**config.mk**
```make
export PLATFORM = sky130hd
export DESIGN_NAME = mem_access_unit_flat
export DESIGN_NICKNAME = d
export VERILOG_FILES = /design/src/rtl/mem_access_pkg.sv /design/src/rtl/mem_access_unit_if.sv /design/src/rtl/mem_access_unit_load_align.sv /design/src/rtl/mem_access_unit.sv /design/src/flat_wrapper.sv
export SDC_FILE = /design/constraint.sdc
export NUM_CORES = 1
export LEC_CHECK = 0
export ABC_AREA = 0
export CORE_ASPECT_RATIO = 0.6
export CORE_MARGIN = 1
export CORE_UTILIZATION = 48
export CTS_BUF_LIST = sky130_fd_sc_hd__clkbuf_4 sky130_fd_sc_hd__clkbuf_8 sky130_fd_sc_hd__clkbuf_16
export DETAILED_ROUTE_END_ITERATION = 8
export PLACE_DENSITY = 0.95
export SYNTH_ARGS = -nofsm -noshare
export SYNTH_HDL_FRONTEND = slang
export SYNTH_SLANG_ARGS = --single-unit
```
**constraint.sdc**
```tcl
create_clock -name clk -period 5.3 [get_ports clk]
set_input_delay 1.06 -clock clk [delete_from_list [all_inputs] [get_ports clk]]
set_output_delay 1.06 -clock clk [all_outputs]
set_load 0.02 [all_outputs]
```
**src/rtl/mem_access_pkg.sv**
```systemverilog
// Shared encodings and byte-lane helpers for the MEM-stage load/store engine.
package mem_access_pkg;

    localparam logic [1:0] SZ_BYTE = 2'b00;
    localparam logic [1:0] SZ_HALF = 2'b01;
    localparam logic [1:0] SZ_WORD = 2'b10;

    localparam logic [1:0] EXT_SIGN  = 2'b00;
    localparam logic [1:0] EXT_ZERO  = 2'b01;
    localparam logic [1:0] EXT_LSIGN = 2'b10;
    localparam logic [1:0] EXT_LZERO = 2'b11;

    typedef enum logic [1:0] {
        IDLE = 2'b00,
        BUSY = 2'b01,
        RESP = 2'b10
    } state_t;

    // Size 2'b11 is reserved and behaves exactly like a word everywhere.
    function automatic logic [3:0] byte_enable(input logic [1:0] size, input logic [1:0] lane);
        case (size)
            SZ_BYTE: byte_enable = 4'b0001 << lane;
            SZ_HALF: byte_enable = 4'b0011 << lane;
            default: byte_enable = 4'b1111;
        endcase
    endfunction

    function automatic logic [31:0] replicate_wdata(input logic [1:0] size, input logic [31:0] wdata);
        case (size)
            SZ_BYTE: replicate_wdata = {4{wdata[7:0]}};
            SZ_HALF: replicate_wdata = {2{wdata[15:0]}};
            default: replicate_wdata = wdata;
        endcase
    endfunction

    function automatic logic is_misaligned(input logic [1:0] size, input logic [1:0] lane);
        case (size)
            SZ_BYTE: is_misaligned = 1'b0;
            SZ_HALF: is_misaligned = lane[0];
            default: is_misaligned = (lane != 2'b00);
        endcase
    endfunction

    function automatic logic [1:0] force_align(input logic [1:0] size, input logic [1:0] lane);
        case (size)
            SZ_BYTE: force_align = lane;
            SZ_HALF: force_align = {lane[1], 1'b0};
            default: force_align = 2'b00;
        endcase
    endfunction

endpackage

```
**src/rtl/mem_access_unit_if.sv**
```systemverilog
// Data-memory req/ack bus between the load/store engine (master) and memory (slave).
interface mem_access_unit_if #(
    parameter int ADDR_W = 32
);
    logic              mem_req_o;
    logic              mem_we_o;
    logic [ADDR_W-1:0] mem_addr_o;
    logic [3:0]        mem_be_o;
    logic [31:0]       mem_wdata_o;
    logic              mem_ack_i;
    logic [31:0]       mem_rdata_i;

    modport master (
        output mem_req_o, mem_we_o, mem_addr_o, mem_be_o, mem_wdata_o,
        input  mem_ack_i, mem_rdata_i
    );

    modport slave (
        input  mem_req_o, mem_we_o, mem_addr_o, mem_be_o, mem_wdata_o,
        output mem_ack_i, mem_rdata_i
    );
endinterface

```
**src/rtl/mem_access_unit_load_align.sv**
```systemverilog
// Combinational load extractor: picks the byte/half at the lane and sign- or zero-extends it.
module load_align
    import mem_access_pkg::*;
(
    input  logic [31:0] i_rdata,
    input  logic [1:0]  i_lane,
    input  logic [1:0]  i_size,
    input  logic [1:0]  i_ext,
    output logic [31:0] o_rdata
);

    logic [31:0] w_shifted;
    logic        w_zero_ext;

    assign w_shifted  = i_rdata >> {i_lane, 3'b000};
    assign w_zero_ext = (i_ext == EXT_ZERO) || (i_ext == EXT_LZERO);

    always_comb begin
        // NOTE: default assignment first so no path leaves o_rdata unassigned (no latch).
        o_rdata = i_rdata;
        case (i_size)
            SZ_BYTE: o_rdata = w_zero_ext ? {24'h0, w_shifted[7:0]}
                                          : {{24{w_shifted[7]}}, w_shifted[7:0]};
            SZ_HALF: o_rdata = w_zero_ext ? {16'h0, w_shifted[15:0]}
                                          : {{16{w_shifted[15]}}, w_shifted[15:0]};
            default: o_rdata = i_rdata;
        endcase
    end

endmodule

```
**src/rtl/mem_access_unit.sv**
```systemverilog
// MEM-stage load/store engine: req/ack to data memory, byte lanes, load extension, stall.
// Optional misaligned-access trap is enabled by defining MEM_MISALIGN_TRAP_EN.
module mem_access_unit
    import mem_access_pkg::*;
#(
    parameter int TIMEOUT_CYCLES = 255,
    parameter int ADDR_W         = 32
) (
    input  logic                  clk,
    input  logic                  rst_n,
    input  logic                  req_i,
    input  logic                  we_i,
    input  logic [1:0]            size_i,
    input  logic [1:0]            ext_type_i,
    input  logic [ADDR_W-1:0]     addr_i,
    input  logic [31:0]           wdata_i,
    output logic                  stall_o,
    output logic                  done_o,
    output logic [31:0]           rdata_o,
    output logic                  err_o,
    output logic                  misalign_o,
    mem_access_unit_if.master     mem
);

    localparam logic [7:0] TMO_LAST = 8'(TIMEOUT_CYCLES - 1);

    state_t            r_state;
    logic              r_we;
    logic [1:0]        r_size;
    logic [1:0]        r_ext;
    logic [1:0]        r_lane;
    logic [7:0]        r_tmo;
    logic              r_done;
    logic              r_err;
    logic [31:0]       r_rdata;
    logic              r_mem_req;
    logic [ADDR_W-1:0] r_mem_addr;
    logic [3:0]        r_mem_be;
    logic [31:0]       r_mem_wdata;

    logic              w_reject;
    logic              w_accept;
    logic [1:0]        w_lane;
    logic [31:0]       w_load_data;

`ifdef MEM_MISALIGN_TRAP_EN
    logic r_misalign;

    assign w_reject   = is_misaligned(size_i, addr_i[1:0]);
    assign w_lane     = addr_i[1:0];
    assign misalign_o = r_misalign;
`else
    assign w_reject   = 1'b0;
    assign w_lane     = force_align(size_i, addr_i[1:0]);
    assign misalign_o = 1'b0;
`endif

    assign w_accept = (r_state == IDLE) && req_i && !w_reject;
    assign stall_o  = w_accept || (r_state == BUSY);

    load_align u_load_align (
        .i_rdata (mem.mem_rdata_i),
        .i_lane  (r_lane),
        .i_size  (r_size),
        .i_ext   (r_ext),
        .o_rdata (w_load_data)
    );

    // mem_req_o clears with the async reset, abandoning any in-flight access.
    always_ff @(posedge clk or negedge rst_n) begin
        if (!rst_n) begin
            r_state     <= IDLE;
            r_we        <= 1'b0;
            r_size      <= SZ_BYTE;
            r_ext       <= EXT_SIGN;
            r_lane      <= 2'b00;
            r_tmo       <= 8'h00;
            r_done      <= 1'b0;
            r_err       <= 1'b0;
            r_rdata     <= 32'h0;
            r_mem_req   <= 1'b0;
            r_mem_addr  <= '0;
            r_mem_be    <= 4'h0;
            r_mem_wdata <= 32'h0;
`ifdef MEM_MISALIGN_TRAP_EN
            r_misalign  <= 1'b0;
`endif
        end else begin
            // NOTE: sequential state uses non-blocking assignments so every flop samples pre-edge values.
            case (r_state)
                IDLE: begin
                    r_done <= 1'b0;
                    r_err  <= 1'b0;
`ifdef MEM_MISALIGN_TRAP_EN
                    r_misalign <= 1'b0;
                    if (req_i && w_reject) begin
                        r_state    <= RESP;
                        r_done     <= 1'b1;
                        r_misalign <= 1'b1;
                        r_rdata    <= 32'h0;
                    end
`endif
                    if (w_accept) begin
                        r_state     <= BUSY;
                        r_we        <= we_i;
                        r_size      <= size_i;
                        r_ext       <= ext_type_i;
                        r_lane      <= w_lane;
                        r_tmo       <= 8'h00;
                        r_mem_req   <= 1'b1;
                        r_mem_addr  <= {addr_i[ADDR_W-1:2], 2'b00};
                        r_mem_be    <= byte_enable(size_i, w_lane);
                        r_mem_wdata <= replicate_wdata(size_i, wdata_i);
                    end
                end
                BUSY: begin
                    if (mem.mem_ack_i) begin
                        r_state   <= RESP;
                        r_done    <= 1'b1;
                        r_err     <= 1'b0;
                        r_rdata   <= r_we ? 32'h0 : w_load_data;
                        r_mem_req <= 1'b0;
                    end else if (r_tmo == TMO_LAST) begin
                        r_state   <= RESP;
                        r_done    <= 1'b1;
                        r_err     <= 1'b1;
                        r_rdata   <= 32'h0;
                        r_mem_req <= 1'b0;
                    end else begin
                        r_tmo <= r_tmo + 8'd1;
                    end
                end
                RESP: begin
                    r_state <= IDLE;
                    r_done  <= 1'b0;
                    r_err   <= 1'b0;
`ifdef MEM_MISALIGN_TRAP_EN
                    r_misalign <= 1'b0;
`endif
                end
                default: r_state <= IDLE;
            endcase
        end
    end

    assign done_o          = r_done;
    assign err_o           = r_err;
    assign rdata_o         = r_rdata;
    assign mem.mem_req_o   = r_mem_req;
    assign mem.mem_we_o    = r_we;
    assign mem.mem_addr_o  = r_mem_addr;
    assign mem.mem_be_o    = r_mem_be;
    assign mem.mem_wdata_o = r_mem_wdata;

endmodule

```
**src/flat_wrapper.sv**
```systemverilog
// flat-port wrapper written by rule: the top's interface ports become plain ports
module mem_access_unit_flat import mem_access_pkg::*;
#(
    parameter int TIMEOUT_CYCLES = 255,
    parameter int ADDR_W         = 32
)
  (clk, rst_n, req_i, we_i, size_i, ext_type_i, addr_i, wdata_i, stall_o, done_o, rdata_o, err_o, misalign_o, mem_mem_req_o, mem_mem_we_o, mem_mem_addr_o, mem_mem_be_o, mem_mem_wdata_o, mem_mem_ack_i, mem_mem_rdata_i);
  mem_access_unit_if #(.ADDR_W(ADDR_W)) mem_i ();
  input  logic clk;
  input  logic rst_n;
  input  logic req_i;
  input  logic we_i;
  input  logic [1:0] size_i;
  input  logic [1:0] ext_type_i;
  input  logic [ADDR_W-1:0] addr_i;
  input  logic [31:0] wdata_i;
  output logic stall_o;
  output logic done_o;
  output logic [31:0] rdata_o;
  output logic err_o;
  output logic misalign_o;
  output wire logic [$bits(mem_i.mem_req_o)-1:0] mem_mem_req_o;
  output wire logic [$bits(mem_i.mem_we_o)-1:0] mem_mem_we_o;
  output wire logic [$bits(mem_i.mem_addr_o)-1:0] mem_mem_addr_o;
  output wire logic [$bits(mem_i.mem_be_o)-1:0] mem_mem_be_o;
  output wire logic [$bits(mem_i.mem_wdata_o)-1:0] mem_mem_wdata_o;
  input wire logic [$bits(mem_i.mem_ack_i)-1:0] mem_mem_ack_i;
  input wire logic [$bits(mem_i.mem_rdata_i)-1:0] mem_mem_rdata_i;
  assign mem_mem_req_o = mem_i.mem_req_o;
  assign mem_mem_we_o = mem_i.mem_we_o;
  assign mem_mem_addr_o = mem_i.mem_addr_o;
  assign mem_mem_be_o = mem_i.mem_be_o;
  assign mem_mem_wdata_o = mem_i.mem_wdata_o;
  assign mem_i.mem_ack_i = mem_mem_ack_i;
  assign mem_i.mem_rdata_i = mem_mem_rdata_i;
  mem_access_unit #(.TIMEOUT_CYCLES(TIMEOUT_CYCLES), .ADDR_W(ADDR_W)) u_core (.clk(clk), .rst_n(rst_n), .req_i(req_i), .we_i(we_i), .size_i(size_i), .ext_type_i(ext_type_i), .addr_i(addr_i), .wdata_i(wdata_i), .stall_o(stall_o), .done_o(done_o), .rdata_o(rdata_o), .err_o(err_o), .misalign_o(misalign_o), .mem(mem_i));
endmodule
```
Yosys cells after proc, flatten, opt, wreduce, memory -nomap -nowiden
Index checks and enable logic that the tools add are counted.
{"block": "word_totals", "regBits": 118, "latchBits": 0, "mem_bits_rw": 0, "romBits": 0, "inputBits": 105, "output_inout_bits": 106, "memories": 0}
{"block": "op_classes", "add_sub_neg": 1, "mul": 0, "n_div": 0, "n_lt_le_gt_ge": 0, "eq_ne": 11, "shift": 3, "mux": 26, "bitwise_logic": 0, "n_reduce_logical": 16}
{"operator": "$mux 32", "count": 5}
{"operator": "$pmux 32 s2", "count": 2}
{"operator": "$shr 32x5->16", "count": 1}
{"operator": "$mux 8", "count": 3}
{"operator": "$pmux 8 s2", "count": 1}
{"operator": "$add 8x1->8 const B", "count": 1}
{"operator": "$eq 2x1->1 const B", "count": 4}
{"operator": "$eq 8x8->1 const B", "count": 1}
{"operator": "$pmux 2 s2", "count": 2}
{"operator": "$pmux 4 s2", "count": 1}
{"operator": "$reduce_and 2->1", "count": 4}
{"operator": "$logic_not 2->1", "count": 3}
{"operator": "$mux 1", "count": 6}
{"operator": "$mux 2", "count": 3}
{"operator": "$pmux 1 s2", "count": 3}
{"operator": "$reduce_bool 2->1", "count": 3}
{"operator": "$eq 2x2->1 const B", "count": 2}
{"operator": "$ne 2x2->1 const B", "count": 2}
{"operator": "$reduce_and 4->1", "count": 1}
{"operator": "$shl 1x2->4 const A", "count": 1}
{"operator": "$shl 2x2->4 const A", "count": 1}
{"operator": "$ne 3x3->1 const B", "count": 1}
{"operator": "$reduce_and 3->1", "count": 1}
{"operator": "$logic_or 1x1->1", "count": 2}
{"operator": "other kinds (3)", "count": 3}

Logic depth before layout (Yosys ltp)
Gate-level depths: netlist of run 1.
{"block": "logic_depth", "depth_word": 6, "depth_mapped": 8, "ltp_nobuf": 6}

Hierarchy
From an unflattened synthesis of run 1, not the netlist that was laid out.
{"block": "hier_totals", "cells_unflattened": 583, "area_unflattened_um2": 5616.6}
{"mod": "mem_access_unit", "n_inst": 1, "cells_per_inst": 472, "area_each_um2": 4855.9}
{"mod": "load_align", "n_inst": 1, "cells_per_inst": 111, "area_each_um2": 760.7}

Worst setup path before layout of run 1
Ideal clock, no wire load.
{"block": "synth_timing", "path_kind": "input port to output port", "start": "input port req_i", "end": "output port stall_o", "arrival_ps": 1370, "path_slack_ps": 2870, "path_stages": 2, "n_path_buf": 0, "path_cell_list": "nor2_1 > nor2_1"}
{"block": "synth_between", "elab_chain_cells": 2}
{"item": "from (decl)", "line": "flat_wrapper.sv:11", "text": "input logic req_i;"}
{"item": "$logic_and 1x1->1", "line": "mem_access_unit.sv:58", "text": "assign w_accept = (r_state == IDLE) && req_i && !w_reject;"}
{"item": "$logic_or 1x1->1", "line": "mem_access_unit.sv:59", "text": "assign stall_o = w_accept || (r_state == BUSY);"}
{"item": "to (decl)", "line": "flat_wrapper.sv:17", "text": "output logic stall_o;"}
No other way between the ends.

Worst setup path in the final report of run 1
Same ends and word-level chain as after synthesis.

==> flow_summary_export.csv, run 1 <==
group,metric,value,unit
placed_design,placedCellCount,885,
synthesis,synth_cell_types,48,
synthesis,ys_async_sr_fraction,100.0,%
sta,layout_setup_ws,1.886,ns
synthesis,syn_area,5478,µm²
clock_tree,cts_buffers,17,
power,p_comb_share,40.6,%
clock_tree,path_clk_slew,0.05,ns
power,sw_frac_of_total,36.78,%
finish,syn_to_final_growth,48.22,%
worst_setup_path,crit_fanout,3,
placed_design,postPlaceCellArea,7521,µm²
run_status,outcome,"complete, no violations",
finish,drive_gt1_share,6.049,%
power,p_total,4476,µW
die,core,10810,µm²
clock_tree,post_cts_resized,0,
synthesis,synth_top_cells_by_area,"dfrtp_1 53%, nand2_1 13%, mux2i_1 6.0%, o21ai_0 4.9%, clkbuf_1 2.1%",
finish,post-route-cell-area,8119,µm²
finish,layout_commonest_cell,"clkdlybuf4s50_1",
route,drt_iter0_drc,456,
route,drt_pre_antenna_iters,5,
sta,relSlewSlack,32.72,%
global_routing,grt_usage,29.74,%
worst_setup_path,timing.critical_path.from_type,"input port",
worst_setup_path,crit_type,"in -> out",
global_routing,grt_first_pass_wirelength,26.92,mm
power,power.share.clock,26.1,%
route,num_vias,5192,
sta,finalHoldViolations,0,
power,leakagePower,0.003705,µW
sta,rsz0062_at_grt,"false",
finish,fin_nets,872,
sta,setup_tns,0,ns
clock_tree,cts_tree,"built",
clock_tree,clock-sinks,117,
sta,finalCritPeriodShare,64.41,%
job,maxCapViolCount,0,
placed_design,port_buffers,206,
power,power_frac_seq,33.4,%
hold_path,hold_path_class,"reg -> reg",
die,dieWidth,139.9,µm
power,irDropWorstVdd,356.7,µV
clock_tree,clk_latency,0.40,ns
worst_setup_path,end_kind,"primary output",
route,postRouteAntennaNets,0,
power,powerDensity,551.3,nW/µm²
route,drcViolationCount,0,
sta,tightest_slew,1.009,ns
power,switchingPower,1646,µW
placed_design,pre_cts_ws,1.899,ns
synthesis,ys_ff_latch,117,
power,internal-power,2830,µW
finish,instances_no_fill,916,
sta,max_freq,0.2929,GHz
placed_design,gp_congestion,0.8828,
finish,fillCellCount,715,
clock_tree,clockBufferDepth,2,
synthesis,seq_area_frac_synth,53.45,%
synthesis,synth_top_area_share,53.45,%
placed_design,hpwl,12.01,mm
synthesis,avgSynthCellArea,9.412,µm²
global_routing,grt_pass1_vias,5158,
clock_tree,htreeDepth,4,
die,start_util,50.66,%
sta,setup_viol_count_final,0,
sta,final.min_clock_period,3.414,ns
route,wl_per_cell,18.73,µm
die,die_area,11860,µm²
worst_setup_path,critPathArrivalTime,2.35,ns
finish,antenna_cells,0,
synthesis,ys.flop_type,"dfrtp_1",
clock_tree,cts_setup_buffers,0,
route,viasPerCell,5.668,
synthesis,synth_edf_count,0,
global_routing,overflow,0,
sta,slew_viol_final,0,
die,rows,29,
global_routing,antenna_found_initial,0,
sta,skew,0.006405,ns
die,ios,211,
clock_tree,hold_buffers,0,
synthesis,yosysTopAreaCell,"dfrtp_1",
clock_tree,cts-root-buf,"clkbuf_16",
route,drt-total-wl,17.16,mm
synthesis,synthesis.instances,582,
global_routing,grt_max_degree,80,
finish,mostFrequentLayoutCells,"205 x clkdlybuf4s50_1, 182 x nand2_1, 117 x dfrtp_1, 54 x o21ai_0, 33 x mux2i_1",
die,die_height,84.75,µm
synthesis,yosysWarnings,0,
worst_setup_path,cp.required,4.24,ns
critical path, stage by stage:
cell and delay, ns:
clkdlybuf4s50_1 0.51, nor2_1 0.06, nor2_1 0.10, clkdlybuf4s50_1 0.62
stage by stage:
step | hold slack (ns) | util, %
after floorplan | 0.4416 | -
after CTS | 0.4773 | 75.09
final | 0.4725 | 75.09
after detailed placement | 0.4640 | 69.56
after global routing | 0.4978 | 75.09
after global placement | 0.4564 | 69.56
path summary, 6_finish.rpt:
check                      slack, ns                                endpoint  cells past startpoint                                  start
setup / recovery                1.89                                 stall_o                      4                                  req_i
hold / removal                  0.47   u_core.mem.mem_addr_o[12]$_DFFE_PN0P_                      2  u_core.mem.mem_addr_o[12]$_DFFE_PN0P_
setup reg to reg                2.68          u_core.rdata_o[18]$_DFFE_PN0P_                      4           u_core.r_lane[1]$_DFFE_PN0P_
hold reg to reg                 0.47   u_core.mem.mem_addr_o[12]$_DFFE_PN0P_                      2  u_core.mem.mem_addr_o[12]$_DFFE_PN0P_
max in group asynchronous       3.38  u_core.mem.mem_wdata_o[13]$_DFFE_PN0P_                      2                                  rst_n
min in group asynchronous       0.84   u_core.mem.mem_addr_o[24]$_DFFE_PN0P_                      1                                  rst_n
synthesized netlist by cell type (4+ instances only):
cell	instances
mux2i_1	33
inv_1	5
nand2b_1	4
a21oi_1	10
clkbuf_1	30
nor2_1	20
nand3b_1	8
nand2_1	183
buf_2	8
dfrtp_1	117
a2bb2oi_1	8
o21ai_0	54
o211ai_1	8
nand3_1	22
a221o_1	9
o221ai_1	8
buf_4	6
and3_1	9
flip-flops by register name, indices dropped and copies added (netlist names):
signal	count
u_core.mem.mem_wdata_o	32
u_core.rdata_o	32
u_core.mem.mem_addr_o	30
u_core.r_tmo	8
u_core.mem.mem_be_o	4
u_core.r_lane	2
u_core.r_size	2
u_core.r_state	2
u_core.done_o	1
u_core.err_o	1
u_core.mem.mem_req_o	1
u_core.mem.mem_we_o	1
u_core.r_ext	1
cell type report:
| type | instances | area, µm² | share of cell area [%] |
|---|---|---|---|
| Sequential cell | 117 | 2928 | 36.06 |
| Tap cell | 139 | 173.9 | 2.142 |
| Timing Repair Buffer | 209 | 2082 | 25.64 |
| Clock buffer | 21 | 467.9 | 5.764 |
| Multi-Input combinational cell | 415 | 2318 | 28.56 |
| Clock inverter | 10 | 130.1 | 1.603 |
| Inverter | 5 | 18.77 | 0.2312 |
layer usage:
layer	GRT usage (%)	up-vias	share of wire, %	wire length (µm)
li1	-	2353	-	-
met1	37.66	2533	41	7084
met2	48.09	278	47	8131
met3	10.38	28	9.6	1650
met4	9.590	0	1.7	290
met5	0	-	0	0
logic make-up (layout without fill, tap and decap cells):
| logic type | count (synthesis) | count (layout) | synth area share [%] |
|---|---|---|---|
| XOR/XNOR | 3 | 3 | 0.4798 |
| other | 1 | 3 | 0.06846 |
| AO/OA/AOI/OAI | 112 | 112 | 13.98 |
| multiplexers | 36 | 36 | 6.647 |
| buffers and inverters | 52 | 245 | 4.431 |
| flip-flops | 117 | 117 | 53.45 |
| adder cells (fa/ha/maj) | 2 | 2 | 0.4568 |
| AND/OR/NAND/NOR | 259 | 259 | 20.49 |
power groups by stage:
stage	Combinational [µW]	Sequential, µW	Clock, µW
final	1820	1490	1170
after global routing	1920	1540	1220
after CTS	1820	1490	1170
after detailed placement	1800	1490	0
after global placement	1750	1460	0
after floorplan	542	1810	0
No activity file was read; power rests on OpenSTA's default activity.
==> run 2, diff against run 1 <==
CORE_UTILIZATION = 44   (was 48)
PLACE_DENSITY = 0.9   (was 0.95)
clock period = 3.2 ns   (was 5.3 ns; I/O delays follow)
==> flow_summary_export.csv, run 2 (synthesis gave the netlist of run 1 again) <==
group,metric,value,unit
power,leakagePower,0.003745,µW
route,wl_per_cell,16.95,µm
die,ios,211,
die,start_util,45.26,%
hold_path,hold_path_class,"in -> async",
clock_tree,cts-root-buf,"clkbuf_16",
global_routing,grt_first_pass_wirelength,25.42,mm
sta,setup_viol_count_final,0,
worst_setup_path,cp.required,2.56,ns
placed_design,port_buffers,206,
placed_design,gp_congestion,0.8820,
finish,layout_commonest_cell,"clkdlybuf4s50_1",
placed_design,postPlaceCellArea,7651,µm²
worst_setup_path,crit_type,"in -> out",
finish,post-route-cell-area,8250,µm²
sta,relSlewSlack,41.67,%
route,postRouteAntennaNets,0,
finish,drive_gt1_share,7.125,%
route,viasPerCell,5.288,
die,rows,31,
power,irDropWorstVdd,590.9,µV
clock_tree,cts_setup_buffers,0,
route,drt_iter0_drc,381,
worst_setup_path,max_stage_delay,0.62,ns
die,core,12100,µm²
global_routing,grt_usage,25.70,%
clock_tree,cts_tree,"built",
clock_tree,clk_latency,0.40,ns
route,met1_length,7.338,mm
global_routing,grt_max_degree,66,
finish,syn_to_final_growth,50.62,%
route,drt_pre_antenna_iters,5,
power,p_total,7325,µW
sta,final.min_clock_period,2.577,ns
sta,finalCritPeriodShare,80.54,%
clock_tree,cts_buffers,17,
worst_setup_path,crit_fanout,3,
route,wl_met2,7.086,mm
sta,setup_tns,0,ns
finish,fillCellCount,932,
die,die_area,12910,µm²
global_routing,overflow,0,
finish,fin_nets,880,
clock_tree,htreeDepth,4,
die,dieWidth,146.0,µm
clock_tree,path_clk_slew,0.06,ns
finish,antenna_cells,0,
worst_setup_path,end_kind,"primary output",
finish,mostFrequentLayoutCells,"205 x clkdlybuf4s50_1, 182 x nand2_1, 117 x dfrtp_1, 54 x o21ai_0, 33 x mux2i_1",
run_status,outcome,"complete, no violations",
global_routing,antenna_found_initial,0,
global_routing,grt_pass1_vias,4925,
sta,finalHoldViolations,0,
route,num_vias,5029,
power,powerDensity,887.8,nW/µm²
sta,tightest_slew,0.8749,ns
worst_setup_path,critPathArrivalTime,1.94,ns
worst_setup_path,cp_cell_sequence,"clkdlybuf4s50_1 -> nor2_1 -> nor2_1 -> clkdlybuf4s50_1",
sta,max_freq,0.3880,GHz
route,drcViolationCount,0,
worst_setup_path,timing.critical_path.from_type,"input port",
sta,slew_viol_final,0,
job,maxCapViolCount,0,
placed_design,hpwl,11.35,mm
clock_tree,hold_buffers,0,
clock_tree,post_cts_resized,0,
sta,rsz0062_at_grt,"false",
sta,skew,0.008208,ns
route,drt-total-wl,16.12,mm
clock_tree,clockBufferDepth,2,
die,die_height,88.43,µm
route,dr_wl_met3,1.429,mm
worst_setup_path,critPathSlowestCell,"clkdlybuf4s50_1",
clock_tree,clock-sinks,117,
route,top_layer,"met4",
## run 2: cell types whose count changed in the layout (fill, tap and decap cells not counted), moves of 3 or more
cell and change:
clkinv_2 -3, buf_12 +3, clkinvlp_4 +3, buf_4 +5
## run 2: area by class of cell
type                    instances  area [µm²]  area share [%]
clock buffers                  21       474.2           5.748
clock inverters                11       125.1           1.517
inverters                       5       18.77          0.2275
multi-input cells             415        2318           28.10
flip-flops and latches        117        2928           35.49
well taps                     165       206.4           2.502
repair buffers                217        2180           26.42
## run 2: path summary, 6_finish.rpt
| kind | start | to | slack (ns) | depth (start not counted) |
|---|---|---|---|---|
| worst max register to register | u_core.r_lane[0]$_DFFE_PN0P_ | u_core.rdata_o[23]$_DFFE_PN0P_ | 0.77 | 4 |
| worst min-delay path | rst_n | u_core.mem.mem_wdata_o[30]$_DFFE_PN0P_ | 0.17 | 1 |
| worst min register to register | u_core.mem.mem_addr_o[14]$_DFFE_PN0P_ | u_core.mem.mem_addr_o[14]$_DFFE_PN0P_ | 0.47 | 2 |
| max in group asynchronous | rst_n | u_core.rdata_o[0]$_DFFE_PN0P_ | 2.32 | 2 |
| worst max-delay path | req_i | stall_o | 0.62 | 4 |
| min in group clk | u_core.mem.mem_addr_o[14]$_DFFE_PN0P_ | u_core.mem.mem_addr_o[14]$_DFFE_PN0P_ | 0.47 | 2 |
## run 2: through the flow
stage          cells  hold WS, ns  worst slack (ns)  util [%]
2_1_floorplan    584       0.3444             1.341         -
3_3_place_gp     919       0.4529            0.5203     63.22
3_5_place_dp     919       0.4621            0.3948     63.22
4_1_cts          951       0.1727            0.6169     68.18
5_1_grt          951       0.1832            0.5498     68.18
6_report         951       0.1696            0.6228     68.18
## run 2: critical path: cells and delay by family
family        cells  cell delay (ns)
buf+inv           2             1.14
simple gates      2             0.15
## run 2: report_power, final
group / total, µW / leakage, µW / internal, µW / switching [µW]
Clock: 1900 / 0.000281 / 1220 / 682
Combinational: 2990 / 0.00199 / 1400 / 1590
Sequential: 2430 / 0.00148 / 2040 / 392
## run 2: layer usage
metal  global-route usage, %  up-vias
met5                       0        -
met4                   8.239        0
met3                   9.691       23
met2                   39.36      207
met1                   34.09     2427
li1                        -     2372
==> run 3, diff against run 2 <==
CORE_UTILIZATION = 40   (was 44)
PLACE_DENSITY = 0.87   (was 0.9)
clock period = 2.12 ns   (was 3.2 ns; I/O delays follow)
==> flow_summary_export.csv, run 3 (synthesis gave the netlist of run 1 again) <==
group,metric,value,unit
run_status,outcome,"complete, no violations",
route,num_vias,5121,
job,maxCapViolCount,0,
finish,fin_nets,899,
worst_setup_path,crit_top_cell,"a221o_1",
worst_setup_path,worstSetupStartpoint,"u_core.r_lane[1]$_DFFE_PN0P_",
global_routing,overflow,0,
worst_setup_path,critPathArrivalTime,2.25,ns
clock_tree,clockBufferDepth,2,
finish,drive_gt1_share,9.317,%
hold_path,min-delay-start,"u_core.mem.mem_wdata_o[2]$_DFFE_PN0P_",
global_routing,grt_first_pass_wirelength,26.61,mm
placed_design,postPlaceCellArea,7805,µm²
sta,rsz0062_at_grt,"false",
worst_setup_path,r2r_start,"u_core.r_lane[1]$_DFFE_PN0P_",
placed_design,placedCellCount,942,
sta,slew_viol_final,0,
route,drcViolationCount,0,
sta,final.min_clock_period,1.960,ns
route,drt-total-wl,16.70,mm
placed_design,gp_congestion,0.8782,
route,postRouteAntennaNets,0,
power,powerDensity,1336,nW/µm²
power,leakagePower,0.003853,µW
die,ios,211,
worst_setup_path,max_stage_delay,0.55,ns
worst_setup_path,end_kind,"register",
worst_setup_path,crit_type,"reg -> reg",
die,die_height,92.65,µm
worst_setup_path,critPathSlowestCell,"dfrtp_1",
worst_setup_path,r2r_slack,0.16,ns
finish,layout_commonest_cell,"clkdlybuf4s50_1",
finish,instances_no_fill,975,
global_routing,antenna_found_initial,0,
placed_design,hpwl,12.16,mm
route,viasPerCell,5.252,
sta,setup_tns,0,ns
power,irDropWorstVdd,885.4,µV
die,rows,32,
sta,max_freq,0.5102,GHz
route,wl_per_cell,17.13,µm
sta,finalCritPeriodShare,92.46,%
global_routing,grt_usage,24.56,%
finish,mostFrequentLayoutCells,"204 x clkdlybuf4s50_1, 182 x nand2_1, 116 x dfrtp_1, 54 x o21ai_0, 33 x mux2i_1",
route,drt_pre_antenna_iters,5,
clock_tree,clock-sinks,117,
global_routing,grt_pass1_vias,5112,
sta,skew,0.01134,ns
clock_tree,cts-root-buf,"clkbuf_16",
clock_tree,htreeDepth,4,
sta,layout_setup_ws,0.1598,ns
finish,fillCellCount,1018,
die,dieWidth,153.1,µm
hold_path,hold_path_class,"reg -> reg",
worst_setup_path,cp_cell_sequence,"mux2_2 -> a221o_1 -> and3_1 -> a221o_1",
worst_setup_path,cp.required,2.41,ns
finish,post-route-cell-area,8434,µm²
finish,antenna_cells,0,
worst_setup_path,timing.critical_path.from_type,"register",
die,start_util,41.84,%
placed_design,pre_cts_ws,-0.04781,ns
sta,finalHoldViolations,0,
die,die_area,14180,µm²
clock_tree,path_clk_slew,0.06,ns
sta,setup_viol_count_final,0,
clock_tree,clk_latency,0.41,ns
die,core,13090,µm²
finish,syn_to_final_growth,53.97,%
placed_design,port_buffers,206,
global_routing,grt_max_degree,62,
clock_tree,cts_buffers,17,
clock_tree,cts_tree,"built",
route,drt_iter0_drc,339,
worst_setup_path,crit_fanout,8,
run 3: changes by cell type in the layout (fill, tap and decap cells not counted), sizes merged:
cell	previous run	this run
bufinv	2	3
buf	12	30
clkinv	3	4
clkinvlp	5	4
clkbuf	21	19
dlygate4sd3	0	1
clkdlybuf4s50	205	204
dlygate4sd2	0	1
inv	6	7
run 3: worst paths after layout:
kind / endpoint / cells after the start
max reg2reg: u_core.rdata_o[9]$_DFFE_PN0P_ / 4
min: u_core.mem.mem_wdata_o[2]$_DFFE_PN0P_ / 2
min in group asynchronous: u_core.mem.mem_wdata_o[28]$_DFFE_PN0P_ / 2
max in group asynchronous: u_core.mem.mem_addr_o[7]$_DFFE_PN0P_ / 3
min reg2reg: u_core.mem.mem_wdata_o[2]$_DFFE_PN0P_ / 2
max: u_core.rdata_o[9]$_DFFE_PN0P_ / 4
run 3: where the power goes:
| group | leakage [µW] | total [µW] | switching [µW] | internal [µW] |
|---|---|---|---|---|
| Combinational | 0.00209 | 4660 | 2470 | 2180 |
| Sequential | 0.00148 | 3650 | 565 | 3080 |
| Clock | 0.000290 | 2970 | 1060 | 1900 |
| Total | 0.00385 | 11300 | 4100 | 7170 |
run 3: final cells by class:
type	count	area (µm²)	area share [%]
sequential	117	2929	34.73
timing repair buffer	236	2336	27.70
multi-input combinational	415	2318	27.49
clock buffer	19	446.7	5.296
tap	170	212.7	2.522
clock inverter	13	172.7	2.047
inverter	5	18.77	0.2225
run 3: through the flow:
| stage | power [µW] | hold WS [ns] | utilization, % |
|---|---|---|---|
| detailed placement | 8323 | 0.3996 | 59.61 |
| global route | 11870 | 0.4930 | 64.42 |
| finish | 11270 | 0.4729 | 64.42 |
| floorplan | 5874 | 0.1284 | - |
| CTS | 11340 | 0.4751 | 64.42 |
| global placement | 8201 | 0.3959 | 59.61 |
run 3: critical path, delay by kind of cell (launching register included):
family           cells  cell delay, ns
flip-flops           1            0.55
AO/OA/AOI/OAI        2            0.68
multiplexers         1            0.41
AND/OR/NAND/NOR      1            0.20
run 3: what timing repair did:
item,CTS,global route
hold buffers,1,0
setup buffers,0,0
resized for setup,2,0
endpoints found under the setup margin,1,0
hold endpoints to repair,29,0
run 3: metal layers:
layer | up-vias | GRT usage, % | part of all wire (%)
met5 | - | 0 | 0
met2 | 237 | 38.09 | 45
li1 | 2415 | - | -
met4 | 0 | 7.912 | 1.4
met1 | 2447 | 31.85 | 44
met3 | 22 | 9.078 | 9.6
